File: src/rtl/wb_initiator.sv
// ---------------------------------------------------------------------------
// wb_initiator
//
// Turns a single valid/ready command into one Wishbone classic bus cycle and
// returns the outcome as a valid/ready response.  Exactly one transfer can be
// outstanding: a new command is only taken once the previous response has
// been consumed.
//
// Ports
//   clk_i, rst_i          clock, asynchronous active-high reset
//   cmd_valid_i/ready_o   command handshake
//   cmd_we_i, cmd_adr_i, cmd_dat_i, cmd_sel_i
//                         command: direction, address, write data, byte selects
//   rsp_valid_o/ready_i   response handshake
//   rsp_dat_o             read data (0 for writes and errored transfers)
//   rsp_err_o             ended by err_i or by timeout
//   rsp_timeout_o         ended by timeout
//   cyc_o, stb_o, we_o, adr_o, dat_o, sel_o
//                         Wishbone initiator outputs
//   dat_i, ack_i, err_i   Wishbone responder data and terminations
// ---------------------------------------------------------------------------
module wb_initiator #(
    parameter int ADDR_WIDTH = 32,
    parameter int DATA_WIDTH = 32,
    parameter int TIMEOUT    = 255
) (
    input  logic                    clk_i,
    input  logic                    rst_i,
    input  logic                    cmd_valid_i,
    output logic                    cmd_ready_o,
    input  logic                    cmd_we_i,
    input  logic [ADDR_WIDTH-1:0]   cmd_adr_i,
    input  logic [DATA_WIDTH-1:0]   cmd_dat_i,
    input  logic [DATA_WIDTH/8-1:0] cmd_sel_i,
    output logic                    rsp_valid_o,
    input  logic                    rsp_ready_i,
    output logic [DATA_WIDTH-1:0]   rsp_dat_o,
    output logic                    rsp_err_o,
    output logic                    rsp_timeout_o,
    output logic                    cyc_o,
    output logic                    stb_o,
    output logic                    we_o,
    output logic [ADDR_WIDTH-1:0]   adr_o,
    output logic [DATA_WIDTH-1:0]   dat_o,
    output logic [DATA_WIDTH/8-1:0] sel_o,
    input  logic [DATA_WIDTH-1:0]   dat_i,
    input  logic                    ack_i,
    input  logic                    err_i
);

    localparam int SEL_WIDTH = DATA_WIDTH / 8;
    localparam int CNT_WIDTH = (TIMEOUT > 1) ? $clog2(TIMEOUT + 1) : 1;
    // The counter holds the number of BUS cycles already completed, so the
    // timeout fires on the edge that closes cycle number TIMEOUT.
    localparam int TMO_LAST  = (TIMEOUT > 0) ? TIMEOUT - 1 : 0;

    typedef enum logic [1:0] {
        ST_IDLE,
        ST_BUS,
        ST_RESP
    } state_t;

    state_t                  state;
    state_t                  next_state;

    logic                    cmd_we;
    logic [ADDR_WIDTH-1:0]   cmd_adr;
    logic [DATA_WIDTH-1:0]   cmd_dat;
    logic [SEL_WIDTH-1:0]    cmd_sel;

    logic [DATA_WIDTH-1:0]   rsp_dat;
    logic                    rsp_err;
    logic                    rsp_timeout;

    logic [CNT_WIDTH-1:0]    tmo_cnt;

    logic                    accept;
    logic                    timeout_fire;
    logic                    bus_done;

    assign accept       = (state == ST_IDLE) && cmd_valid_i;
    assign timeout_fire = (TIMEOUT != 0) && (tmo_cnt == CNT_WIDTH'(TMO_LAST));
    assign bus_done     = ack_i || err_i || timeout_fire;

    // State register.  Reset is asynchronous so a transfer in flight is
    // abandoned, and the bus released, the moment rst_i rises.
    always_ff @(posedge clk_i or posedge rst_i) begin
        if (rst_i) begin
            state <= ST_IDLE;
        end else begin
            state <= next_state;
        end
    end

    // Next-state logic.
    always_comb begin
        next_state = state;
        case (state)
            ST_IDLE: if (cmd_valid_i) next_state = ST_BUS;
            ST_BUS:  if (bus_done)    next_state = ST_RESP;
            ST_RESP: if (rsp_ready_i) next_state = ST_IDLE;
            default:                  next_state = ST_IDLE;
        endcase
    end

    // Outputs are decoded from the state alone, so the asynchronous reset
    // drops cyc_o/stb_o without waiting for a clock edge.
    always_comb begin
        cmd_ready_o   = 1'b0;
        cyc_o         = 1'b0;
        stb_o         = 1'b0;
        we_o          = 1'b0;
        adr_o         = '0;
        dat_o         = '0;
        sel_o         = '0;
        rsp_valid_o   = 1'b0;
        rsp_dat_o     = '0;
        rsp_err_o     = 1'b0;
        rsp_timeout_o = 1'b0;
        case (state)
            ST_IDLE: begin
                cmd_ready_o = 1'b1;
            end
            ST_BUS: begin
                cyc_o = 1'b1;
                stb_o = 1'b1;
                we_o  = cmd_we;
                adr_o = cmd_adr;
                dat_o = cmd_dat;
                sel_o = cmd_sel;
            end
            ST_RESP: begin
                rsp_valid_o   = 1'b1;
                rsp_dat_o     = rsp_dat;
                rsp_err_o     = rsp_err;
                rsp_timeout_o = rsp_timeout;
            end
            default: begin
                cmd_ready_o = 1'b0;
            end
        endcase
    end

    // Command capture, timeout counting and response capture.  Termination
    // priority is err_i, then ack_i, then timeout, so a responder that
    // answers on the same edge the timeout expires is still honoured.
    always_ff @(posedge clk_i or posedge rst_i) begin
        if (rst_i) begin
            cmd_we      <= 1'b0;
            cmd_adr     <= '0;
            cmd_dat     <= '0;
            cmd_sel     <= '0;
            rsp_dat     <= '0;
            rsp_err     <= 1'b0;
            rsp_timeout <= 1'b0;
            tmo_cnt     <= '0;
        end else begin
            if (accept) begin
                cmd_we  <= cmd_we_i;
                cmd_adr <= cmd_adr_i;
                cmd_dat <= cmd_dat_i;
                cmd_sel <= cmd_sel_i;
                tmo_cnt <= '0;
            end else if (state == ST_BUS) begin
                if (err_i) begin
                    rsp_dat     <= '0;
                    rsp_err     <= 1'b1;
                    rsp_timeout <= 1'b0;
                end else if (ack_i) begin
                    rsp_dat     <= cmd_we ? '0 : dat_i;
                    rsp_err     <= 1'b0;
                    rsp_timeout <= 1'b0;
                end else if (timeout_fire) begin
                    rsp_dat     <= '0;
                    rsp_err     <= 1'b1;
                    rsp_timeout <= 1'b1;
                end else begin
                    tmo_cnt <= tmo_cnt + CNT_WIDTH'(1);
                end
            end
        end
    end

endmodule

File: config.mk
export PLATFORM = sky130hd
export DESIGN_NAME = wb_initiator
export DESIGN_NICKNAME = d
export VERILOG_FILES = /design/src/rtl/wb_initiator.sv
export SDC_FILE = /design/constraint.sdc
export NUM_CORES = 1
export LEC_CHECK = 0
export ABC_AREA = 1
export BUFFER_PORTS_ARGS = -buffer_cell sky130_fd_sc_hd__buf_2
export CAP_MARGIN = 20
export CORE_ASPECT_RATIO = 0.75
export CORE_MARGIN = 5
export CORE_UTILIZATION = 45
export CTS_BUF_LIST = sky130_fd_sc_hd__clkbuf_8
export CTS_CLUSTER_DIAMETER = 30
export DETAILED_ROUTE_END_ITERATION = 7
export PLACE_DENSITY = 0.74
export SLEW_MARGIN = 20
export SYNTH_ARGS = -nofsm -noshare
export SYNTH_HDL_FRONTEND = slang
export SYNTH_SLANG_ARGS = --single-unit
File: constraint.sdc
create_clock -name clk_i -period 3.5 [get_ports clk_i]
set_input_delay 0.35 -clock clk_i [delete_from_list [all_inputs] [get_ports clk_i]]
set_output_delay 0.35 -clock clk_i [all_outputs]
set_load 0.1 [all_outputs]
---- After elaboration in Yosys (flattened, before gate mapping) ----
Cells that the tools add are included.
storage, ports and cells
  bits in registers ....................... 113
  output and inout bits ................... 107
  logic and storage cells ................. 56
cells by class
  $add $sub $neg .......................... 1
  equality and inequality tests ........... 9
  muxes and demuxes ....................... 27
  bitwise operators ....................... 1
  reduce and logical (&&, ||, !) cells .... 9
operators by type and width
  kind                   number
  $mux W32               7
  $mux W8                5
  $mux W1                10
  $add A8 B1 Y8 const B  1
  $eq A8 B8 Y1 const B   1
  $ne A2 B2 Y1 const B   4
  $mux W2                3
  $pmux W2 S3            1
  $reduce_and A3 Y1      2
  $mux W4                1
  $ne A2 B1 Y1 const B   2
  $reduce_and A4 Y1      1
  $reduce_bool A3 Y1     1
  $eq A2 B1 Y1 const B   1
  $eq A2 B2 Y1 const B   1
  $logic_not A2 Y1       1
  $logic_or A1 B1 Y1     2
  $reduce_bool A2 Y1     1
  $logic_and A1 B1 Y1    1
  $not A1 Y1             1

---- Depth between registers and ports, before layout ----
  depth in word-level cells ............... 6
  mapped depth ............................ 11
  depth with buffers taken out ............ 9

---- Worst setup path before layout ----
OpenSTA, ideal clock, no wires.
  path kind ............................... register to output
  start point ............................. register state[0]
  end point ............................... output port rsp_dat_o[10]
  data arrival time ....................... 3.793 ns
  required time ........................... 3.150 ns
  setup slack ............................. -0.643 ns
  cell stages (with the launch flop) ...... 5
  path buffers ............................ 1
  cell sequence ........................... dfrtp_1 -> nor2_1 -> clkinv_1 -> clkbuf_1 -> nor2_1
between the ends
  word-level cells in the longest chain between the ends .. 2
RTL lines
  what                    line  source
  start, declared         63    state_t state;
  start signal, assigned  91    state <= next_state;
  $eq A2 B2 Y1            120   case (state)
  $mux W32                120
  end, declared           37    output logic [DATA_WIDTH-1:0] rsp_dat_o,
Every way passes these cells.

---- Worst setup path in the final report ----
  start point ............................. register state[0]
  end point ............................... output port rsp_dat_o[27]
Same word-level chain as after synthesis.

==> results.cfg <==
[global_routing]
grt_pass1_wl_um = 20000
track_usage_pct = 18.3
grt_pass1_vias = 4222
overflow = 0
antenna_found_initial = 0
grt_start_max_net_pins = 62

[critical_path]
r2r_setup_slack_ns = 1.20
r2r_end = rsp_dat[29]
cp-start-kind = flop
required_ns = 3.15
worstReg2RegStart = state[1]
end_kind = primary output
critical_path_class = flop to primary output
rr_worst_depth = 8
cp_data_arrival_time_ns = 2.55
cp_max_fo = 35

[logic_synthesis]
synth_seq_cells = 113
syn_area_per_cell_um2 = 7.78
synth_fp_nets = 779
yosysWarnings = 0
async_flop_share_pct = 100
syn_area_um2 = 5220
yosysSeqAreaShare_pct = 54.2
synth_edf_count = 0
ys_types = 22
netlist_instances = 670
yosys_most_used_dff = dfrtp_1

[power_and_ir_drop]
p_leak_nw = 3.62
switching_power_mw = 3.82
p_sw_share_pct = 55.0
seqPwrFrac_pct = 29.2
p_int_mw = 3.13
clkPwrFrac_pct = 17.3
power_density_nw_per_um2 = 1030
ir_worst_vdd_mv = 0.668
power_frac_comb_pct = 53.5

[timing]
fin_crit_sh_pct = 82.8
finalHoldViolCount = 0
final_max_slew_viol_count = 0
grt_setup_unrepaired = no
worst_pin_slew_ns = 0.893
setup_viol = 0
max_freq_mhz = 345
period_needed_ns = 2.90
fin_skew_ns = 0.0124
relSlewSlack_pct = 40.1

[clock_tree]
clkTransAtPathRegs_ns = 0.07
clock_path_buffers = 2
ctsResizeCount = 0
clk_latency_ns = 0.43
numCtsBuffers = 17
cts_tree = done
clock_sinks = 113
cts_setup_buffers = 0
cts_hold_buf = 0
ctsHtreeMaxLevel = 4
cts_root_buffer = clkbuf_8

[cells_and_area]
finish.utilization_pct = 58.6
layout.nets = 980
area_delta_synth_final_pct = 29.1
n_antenna_cell = 0
layout-drive-gt1-share_pct = 30.0
fin_area_um2 = 6730

[placement]
post_dp_cell_area_um2 = 6340
gp_congestion = 0.784
place_hpwl_um = 8970
port_buffers = 213

[route]
ant_nets = 0
wire_per_inst_um = 12.4
first_pass_iters = 4
drt_iter0_markers = 280
drc = 0
vias_per_cell = 4.56
wl_um = 12700
num_vias = 4683

[floorplanning]
num_rows = 34
start_util_pct = 45.4
die_h_um = 103
ios = 214
die_w_um = 134
core_area_um2 = 11500
dieArea_um2 = 13900

[run_status]
status = finished clean

[hold_path]
hp-class = input port to async pin

[flow_run]
cap_viol_max_count = 0
[worst max-delay path by stage]
| stage | from | end | slack, ns | cells after the start |
|---|---|---|---|---|
| 2_1_floorplan | state[0] | rsp_dat_o[10] | -0.04 | 4 |
| 3_3_place_gp | state[0] | rsp_dat_o[27] | 1.12 | 4 |
| 3_5_place_dp | state[0] | rsp_dat_o[27] | 1.02 | 4 |
| 4_1_cts | state[0] | rsp_dat_o[27] | 0.54 | 4 |
| 5_1_grt | state[0] | rsp_dat_o[27] | 0.28 | 4 |
| 6_report | state[0] | rsp_dat_o[27] | 0.60 | 4 |
[power groups by stage]
stage | registers (mW) | clock network, mW | logic [mW]
floorplan | 2.00 | 0 | 3.22
detailed placement | 2.05 | 0 | 3.74
global placement | 2.03 | 0 | 3.72
finish | 2.03 | 1.20 | 3.72
CTS | 2.04 | 1.23 | 3.75
global route | 2.08 | 1.30 | 3.99
[metal layers]
layer | GRT usage (%) | wire, µm | part of all wire, % | vias up
met4 | 7.98 | 218 | 1.7 | 0
met3 | 6.82 | 1200 | 9.4 | 24
met5 | 0 | 0 | 0 | -
li1 | - | - | - | 2404
met1 | 24.1 | 5660 | 45 | 2084
met2 | 27.4 | 5640 | 44 | 171
[cells in the mapped netlist (3+ instances only)]
master,n,share of area [%]
nand2_1,159,11
nor2_1,114,8.2
dfrtp_1,113,54
inv_1,111,8.0
o21ai_0,77,7.4
o21ai_1,27,2.6
buf_2,10,0.96
nand3_1,10,0.96
clkbuf_1,9,0.65
buf_1,7,0.50
buf_4,7,1.0
o21ai_2,5,0.84
buf_6,4,0.86
nand2_2,4,0.48
xor2_1,3,0.50
[sequential cells by signal, indices dropped and copies added, names as in the netlist]
register     flops
rsp_dat         32
state            2
tmo_cnt          8
rsp_timeout      1
cmd_sel          4
cmd_adr         32
rsp_err          1
cmd_dat         32
cmd_we           1
[per-stage QoR]
step | std cells | hold slack (ns) | power (mW) | TNS (ns) | setup WS, ns
after floorplan | 670 | 0.455 | 5.21 | -1.06 | -0.0352
after global placement | 996 | 0.466 | 5.74 | 0 | 1.12
after detailed placement | 996 | 0.470 | 5.79 | 0 | 1.02
after CTS | 1027 | 0.0547 | 7.02 | 0 | 0.540
after global routing | 1027 | 0.0850 | 7.38 | 0 | 0.284
final | 1027 | 0.0343 | 6.96 | 0 | 0.601
[critical path: stages, from the launching register on]
cell      delay (ns)
dfrtp_1         0.42
nor2_2          0.13
clkinv_1        0.70
nor2_1          0.38
buf_2           0.48
[area by class of cell]
cell class	count	area (µm²)
Tap cell	144	180
Timing Repair Buffer	219	1150
Clock buffer	20	275
Fill cell	1085	4750
Clock inverter	11	114
Sequential cell	113	2830
Multi-Input combinational cell	407	1760
Inverter	113	428
[cells by family (layout without fill, tap and decap cells)]
group                      Yosys count  after routing  share of synthesized area [%]
AOI/OAI and AO/OA                  112            112                           11.2
xor gates and xnor gates             3              3                          0.504
adders and majority gates            2              2                          0.480
buffers and inverters              150            363                           12.1
DFF                                113            113                           54.2
and+or+nand+nor                    290            290                           21.5
[layout by cell type (no fill, tap or decap), types with 5 or more instances in the layout]
cell type and n:
clkbuf_8 20, inv_1 111, dfrtp_1 113, o21ai_1 27, nand3_1 10, nor2_1 112, o21ai_2 5, clkinv_2 5
o21ai_0 77, nand2_1 159, buf_2 213
Power figures use the tool's default switching activity.
